==> config.mk <==
export PLATFORM = sky130hd
export DESIGN_NAME = result_bcd_conv
export DESIGN_NICKNAME = d
export VERILOG_FILES = /design/src/rtl/calc_pkg.sv /design/src/rtl/bcd_digit_adj.sv /design/src/rtl/result_bcd_conv.sv
export SDC_FILE = /design/constraint.sdc
export NUM_CORES = 1
export LEC_CHECK = 0
export CORE_ASPECT_RATIO = 0.8
export CORE_MARGIN = 10
export CORE_UTILIZATION = 35
export CTS_BUF_LIST = sky130_fd_sc_hd__clkbuf_4
export CTS_CLUSTER_DIAMETER = 40
export DETAILED_ROUTE_END_ITERATION = 8
export DONT_BUFFER_PORTS = 1
export PLACE_DENSITY = 0.56
export SKIP_CTS_REPAIR_TIMING = 1
export SLEW_MARGIN = 20
export SYNTH_ARGS = -nofsm -noshare
export SYNTH_HDL_FRONTEND = slang
export SYNTH_HIERARCHICAL = 1
export SYNTH_SLANG_ARGS = --single-unit
==> constraint.sdc <==
create_clock -name sw_clk -period 1.9 [get_ports sw_clk]
set_input_delay 0.19 -clock sw_clk [delete_from_list [all_inputs] [get_ports sw_clk]]
set_output_delay 0.19 -clock sw_clk [all_outputs]
set_load 0.01 [all_outputs]
==> src/rtl/calc_pkg.sv <==
// Shared calculator constants: default datapath sizes, converter state encoding and the
// digit-count width also used by the 7-segment display driver.
package calc_pkg;

    localparam int unsigned WIDTH_DEF  = 32;
    localparam int unsigned DIGITS_DEF = 10;
    localparam int unsigned NDIG_W     = 4;

    typedef enum logic {
        ST_IDLE  = 1'b0,
        ST_SHIFT = 1'b1
    } state_e;

endpackage

==> src/rtl/bcd_digit_adj.sv <==
// Double-dabble digit corrector: adds 3 to a BCD digit of 5 or more ahead of the shift.
module bcd_digit_adj (
    input  logic [3:0] digit_i,
    output logic [3:0] digit_o
);

    always_comb begin
        digit_o = digit_i;
        if (digit_i >= 4'd5) begin
            digit_o = digit_i + 4'd3;
        end
    end

endmodule

==> src/rtl/result_bcd_conv.sv <==
// Signed binary to packed BCD converter, one double-dabble step per clock, with sign flag and
// significant-digit count for leading-zero blanking on the display.
module result_bcd_conv
    import calc_pkg::*;
#(
    parameter int unsigned WIDTH  = WIDTH_DEF,
    parameter int unsigned DIGITS = DIGITS_DEF
) (
    input  logic                  sw_clk,
    input  logic                  rst,
    input  logic                  start,
    input  logic [WIDTH-1:0]      value,
    output logic                  busy,
    output logic                  done,
    output logic                  neg,
    output logic [4*DIGITS-1:0]   bcd,
    output logic [NDIG_W-1:0]     ndig
);

    localparam int unsigned BW   = 4 * DIGITS;
    localparam int unsigned CntW = $clog2(WIDTH);
    localparam logic [WIDTH-1:0] One  = WIDTH'(1);
    localparam logic [CntW-1:0]  Last = CntW'(WIDTH - 1);

    state_e              state_q, state_d;
    logic [WIDTH-1:0]    mag_q, mag_d;
    logic [BW-1:0]       scr_q, scr_d;
    logic [CntW-1:0]     cnt_q, cnt_d;
    logic                sign_q, sign_d;
    logic                busy_q, busy_d;
    logic                done_q, done_d;
    logic                neg_q, neg_d;
    logic [BW-1:0]       bcd_q, bcd_d;
    logic [NDIG_W-1:0]   ndig_q, ndig_d;

    logic [BW-1:0]       adj;
    logic [BW-1:0]       scr_shift;
    logic [NDIG_W-1:0]   ndig_fin;

    for (genvar g = 0; g < DIGITS; g++) begin : g_adj
        bcd_digit_adj u_adj (
            .digit_i (scr_q[4*g +: 4]),
            .digit_o (adj[4*g +: 4])
        );
    end

    assign scr_shift = {adj[BW-2:0], mag_q[WIDTH-1]};

    // Highest nonzero digit of the final scratch; an all-zero result still shows one digit.
    always_comb begin
        ndig_fin = NDIG_W'(1);
        for (int i = 0; i < DIGITS; i++) begin
            if (scr_shift[4*i +: 4] != 4'd0) begin
                ndig_fin = NDIG_W'(i + 1);
            end
        end
    end

    always_comb begin
        state_d = state_q;
        mag_d   = mag_q;
        scr_d   = scr_q;
        cnt_d   = cnt_q;
        sign_d  = sign_q;
        busy_d  = busy_q;
        done_d  = 1'b0;
        neg_d   = neg_q;
        bcd_d   = bcd_q;
        ndig_d  = ndig_q;

        unique case (state_q)
            ST_IDLE: begin
                if (start) begin
                    state_d = ST_SHIFT;
                    sign_d  = value[WIDTH-1];
                    // Unsigned negate keeps the most negative input exact.
                    mag_d   = value[WIDTH-1] ? (~value + One) : value;
                    scr_d   = '0;
                    cnt_d   = '0;
                    busy_d  = 1'b1;
                end
            end
            ST_SHIFT: begin
                scr_d = scr_shift;
                mag_d = {mag_q[WIDTH-2:0], 1'b0};
                cnt_d = cnt_q + CntW'(1);
                if (cnt_q == Last) begin
                    state_d = ST_IDLE;
                    busy_d  = 1'b0;
                    done_d  = 1'b1;
                    bcd_d   = scr_shift;
                    neg_d   = sign_q;
                    ndig_d  = ndig_fin;
                end
            end
            default: state_d = ST_IDLE;
        endcase
    end

    always_ff @(posedge sw_clk) begin
        if (rst) begin
            state_q <= ST_IDLE;
            mag_q   <= '0;
            scr_q   <= '0;
            cnt_q   <= '0;
            sign_q  <= 1'b0;
            busy_q  <= 1'b0;
            done_q  <= 1'b0;
            neg_q   <= 1'b0;
            bcd_q   <= '0;
            ndig_q  <= NDIG_W'(1);
        end else begin
            state_q <= state_d;
            mag_q   <= mag_d;
            scr_q   <= scr_d;
            cnt_q   <= cnt_d;
            sign_q  <= sign_d;
            busy_q  <= busy_d;
            done_q  <= done_d;
            neg_q   <= neg_d;
            bcd_q   <= bcd_d;
            ndig_q  <= ndig_d;
        end
    end

    assign busy = busy_q;
    assign done = done_q;
    assign neg  = neg_q;
    assign bcd  = bcd_q;
    assign ndig = ndig_q;

endmodule
==> flow_metrics.env, run 1 <==
export IMPL_cts_tree="done"
export IMPL_holdCritStartpoint="rst"
export IMPL_n_fill_cell=1862
export IMPL_p_leak_uw=0.00294
export IMPL_holdWs_ns=-0.270
export IMPL_drtPass1Iterations=4
export IMPL_cts_buffers=17
export IMPL_mappedNetlistNets=912
export IMPL_outcome="finished, violations left"
export IMPL_grt_max_degree=130
export IMPL_grtUsageMet3_pct=3.98
export IMPL_required_ns=2.32
export IMPL_cts_root_buf="clkbuf_4"
export IMPL_skew_ns=0.0172
export IMPL_fp_dieArea_mm2=0.0248
export IMPL_rsz0062_at_grt="yes"
export IMPL_critical_path_class="flip-flop to flip-flop"
export IMPL_grt_total_usage_pct=13.4
export IMPL_setup_slack_ns=-0.200
export IMPL_endpoint_kind="flip-flop"
export IMPL_die_x_um=174
export IMPL_dpl_worst_slack_ns=-0.266
export IMPL_final_core_util_pct=42.9
export IMPL_use_met2_pct=20.4
export IMPL_first_global_vias=5348
export IMPL_die_h_um=143
export IMPL_start_kind="flip-flop"
export IMPL_place_hpwl_mm=11.5
export IMPL_holdCritPathClass="input port to flip-flop"
export IMPL_final_seq_area_mm2=0.00254
export IMPL_finalMaxSlewViolations=0
export IMPL_setup_viol=4
export IMPL_boundaryPins=82
export IMPL_drive_gt1_share_pct=17.7
export IMPL_finalSetupTns_ns=-0.630
export IMPL_route_detailed_drc=0
export IMPL_h_tree_depth=4
export IMPL_grt_overflow=0
export IMPL_cap_violations=0
export IMPL_r2r_start="scr_q[5]"
export IMPL_syn_instance_count=854
export IMPL_core_mm2=0.0183
export IMPL_gp_congestion=0.828
export IMPL_met1_usage_pct=18.3
export IMPL_nets=966
export IMPL_fin_total_pwr_uw=4580
export IMPL_violations="hold timing, setup timing"
export IMPL_routed_wl_mm=17.2
export IMPL_peakVddDrop_uv=361
export IMPL_grt_pass1_wl_mm=27.9
export IMPL_antenna_found_initial=0
export IMPL_max_clock_path_buffers=2
export IMPL_clkSlewWorstSetupHoldPaths_ns=0.12
export IMPL_worstMarginPinSlew_ns=0.533
export IMPL_multiInputGateArea_mm2=0.00396
export IMPL_startpoint="scr_q[5]"
export IMPL_hold_violations=114
export IMPL_relSlewSlack_pct=64.5
export IMPL_power_density_mw_per_mm2=583
export IMPL_route_vias_total=5865
export IMPL_start_util_pct=36.1
export IMPL_yosysWarningCount=6
export IMPL_antenna_cells=0
export IMPL_syn_avg_cell_area_um2=7.75
export IMPL_busiest_layer="met2"
export IMPL_rows=44
export IMPL_min_period_ns=2.10
export IMPL_syn_to_final_growth_pct=18.9
export IMPL_viasPerCell=5.00
export IMPL_insertion_delay_ns=0.52
export IMPL_wl_per_cell_um=14.6
export IMPL_path_max_fanout=3
export IMPL_cp_arrival_ns=2.52
export IMPL_period_share_pct=111
export IMPL_clock_fmax_mhz=476
export IMPL_portBuffers=0
export IMPL_first_iter_violations=279
export IMPL_cts_sinks=126
export IMPL_ant_nets=0
export IMPL_synth_area_mm2=0.00662
## area by class of cell
class | count | area share [%]
Clock buffer | 21 | 2.00
Inverter | 23 | 1.10
Tap cell | 253 | 4.02
Multi-Input combinational cell | 645 | 50.4
Clock inverter | 10 | 0.636
Sequential cell | 126 | 32.3
Timing Repair Buffer | 95 | 9.61
## flip-flops by register name, indices dropped and copies added, names as in the netlist
signal and flops:
bcd 40, done 1, sign_q 1, cnt_q 5, busy 1, ndig 4
mag_q 32, state_q 1, neg 1, scr_q 40
## layout by cell type, fill, tap and decap left out, drive strengths merged, types with 2 or more instances in the layout
cell and count:
o32a 3, or2 3, o211ai 4, clkbuf 21
nand3 7, o22ai 16, xnor2 18, o41ai 7
buf 78, o31ai 9, a211o 4, dfxtp 126
nor3 9, xor2 16, inv 23, or3 5
ha 23, nand2b 22, clkinv 9, or4 10
a21oi 126, nand4 2, o21ai 26, dlygate4sd3 17
a211oi 6, nor3b 58, nor2 80, nor2b 5
mux2i 20, a31oi 2, nand2 141, nor4 14
## layer usage
layer	up-vias	part of all wire, %
met4	0	0.80
li1	3081	-
met3	10	5.2
met5	-	0
met2	77	43
met1	2697	51
## metrics by stage
stage	cells	area, um^2
2_1_floorplan	854	6720
3_3_place_gp	1123	7380
3_5_place_dp	1123	7380
4_1_cts	1154	7590
5_1_grt	1173	7870
6_report	1173	7870
## worst paths after layout
check                  end  slack (ns)  depth (start not counted)
hold / removal    mag_q[6]       -0.27                          1
hold reg to reg   mag_q[6]        0.46                          2
setup reg to reg   ndig[0]       -0.20                         10
setup / recovery   ndig[0]       -0.20                         10
## report_power, final
part           internal [uW]  total, uW  switching (uW)
Clock                    543       1520             977
Combinational            160        329             169
Sequential              2700       2730            36.1
Total                   3400       4580            1180
## critical path: stages, from the launching register on
cell	delay (ns)
dfxtp_2	0.34
inv_1	0.07
ha_1	0.20
nand2b_4	0.15
nand2b_1	0.07
o21ai_1	0.08
or4_4	0.56
o21ai_2	0.14
nand2_1	0.07
a21bo_2	0.18
a21o_1	0.14
No activity file was read; power rests on OpenSTA's default activity.
==> run 2: changes to the inputs <==
CAP_MARGIN = 20   (was unset)
CORE_UTILIZATION = 60   (was 35)
PLACE_DENSITY = 0.84   (was 0.56)
==> flow_metrics.env, run 2 (same netlist as run 1, synthesis figures left out) <==
export IMPL_outcome="finished, violations left"
export IMPL_violations="hold timing, setup timing"
export IMPL_path_max_fanout=3
export IMPL_start_kind="flip-flop"
export IMPL_period_share_pct=113
export IMPL_rsz0062_at_grt="yes"
export IMPL_finalSetupTns_ns=-0.672
export IMPL_rows=34
export IMPL_holdCritPathClass="input port to flip-flop"
export IMPL_drive_gt1_share_pct=17.5
export IMPL_grt_max_degree=130
export IMPL_cts_root_buf="clkbuf_4"
export IMPL_critical_path_class="flip-flop to flip-flop"
export IMPL_worstMarginPinSlew_ns=0.519
export IMPL_grt_pass1_wl_mm=27.7
export IMPL_place_area_mm2=0.00718
export IMPL_max_clock_path_buffers=2
export IMPL_clkSlewWorstSetupHoldPaths_ns=0.10
export IMPL_p_leak_uw=0.00296
export IMPL_start_util_pct=61.2
export IMPL_insertion_delay_ns=0.52
export IMPL_place_hpwl_mm=11.7
export IMPL_n_fill_cell=815
export IMPL_final_cell_mix="nand2_1 (141), a21oi_1 (115), dfxtp_1 (115), nor2_1 (80), buf_4 (67)"
export IMPL_endpoint_kind="flip-flop"
export IMPL_wl_per_cell_um=16.4
export IMPL_skew_ns=0.0158
export IMPL_design_area_mm2=0.00786
export IMPL_routed_wl_mm=17.4
export IMPL_dpl_worst_slack_ns=-0.278
export IMPL_antenna_cells=0
export IMPL_cts_buffers=17
export IMPL_fp_dieArea_mm2=0.0157
export IMPL_cp_arrival_ns=2.56
export IMPL_first_global_vias=5953
export IMPL_first_iter_violations=542
export IMPL_setup_viol=4
export IMPL_cts_sinks=126
export IMPL_clock_fmax_mhz=468
export IMPL_hold_violations=108
export IMPL_min_period_ns=2.14
export IMPL_holdWs_ns=-0.212
export IMPL_final_cells=1059
export IMPL_finalMaxSlewViolations=0
export IMPL_final_common_cell="nand2_1"
export IMPL_viasPerCell=5.97
export IMPL_cap_violations=0
export IMPL_portBuffers=0
export IMPL_core_mm2=0.0108
export IMPL_syn_to_final_growth_pct=18.9
export IMPL_route_vias_total=6321
export IMPL_antenna_found_initial=0
export IMPL_setup_slack_ns=-0.239
export IMPL_die_h_um=114
export IMPL_grt_total_usage_pct=21.0
export IMPL_required_ns=2.32
export IMPL_dp_cells=1004
export IMPL_power_density_mw_per_mm2=622
export IMPL_route_detailed_drc=0
export IMPL_peakVddDrop_uv=562
export IMPL_h_tree_depth=4
export IMPL_boundaryPins=82
export IMPL_ant_nets=0
export IMPL_cts_tree="done"
export IMPL_nets=963
export IMPL_relSlewSlack_pct=65.1
export IMPL_die_x_um=137
export IMPL_drtPass1Iterations=8
export IMPL_grt_overflow=0
export IMPL_gp_congestion=0.873
-- run 2: through the flow --
step / total power, uW / utilization [%]
final: 4890 / 72.8
after global routing: 5080 / 72.8
after CTS: 4870 / 68.9
after detailed placement: 3100 / 66.4
after global placement: 3080 / 66.4
after floorplan: 3100 / -
-- run 2: worst paths after layout --
check	from	endpoint	slack, ns	cells after the start
max	scr_q[9]	ndig[0]	-0.24	10
min	rst	mag_q[6]	-0.21	1
max reg2reg	scr_q[9]	ndig[0]	-0.24	10
min reg2reg	mag_q[5]	mag_q[6]	0.46	2
-- run 2: layout make-up --
cell class / instances / area [um^2] / area share [%]
clock buffers: 18 / 135 / 1.72
clock inverters: 11 / 126 / 1.61
inverters: 23 / 88.8 / 1.13
multi-input cells: 645 / 4020 / 51.2
flip-flops and latches: 126 / 2540 / 32.3
well taps: 144 / 180 / 2.29
repair buffers: 92 / 768 / 9.77
-- run 2: where the power goes --
group          switching, uW  leakage, uW  internal [uW]  total (uW)
sequential              42.6      0.00103           2700        2740
combinational            175      0.00179            173         348
clock                    920     0.000149            881        1800
-- run 2: metal layers --
metal | wire, um | GRT usage (%)
met1 | 7160 | 25.0
met2 | 8790 | 35.8
met3 | 1260 | 6.72
met4 | 201 | 5.05
met5 | 0 | 0
-- run 2: worst max-delay path, cell delays in order (launching register included) --
cell      delay (ns)
dfxtp_2         0.38
inv_4           0.06
ha_4            0.15
nand2b_4        0.14
a21oi_4         0.18
mux2i_2         0.10
or4_1           0.49
o21ai_1         0.15
nand2_1         0.07
a21bo_2         0.19
a21o_1          0.14
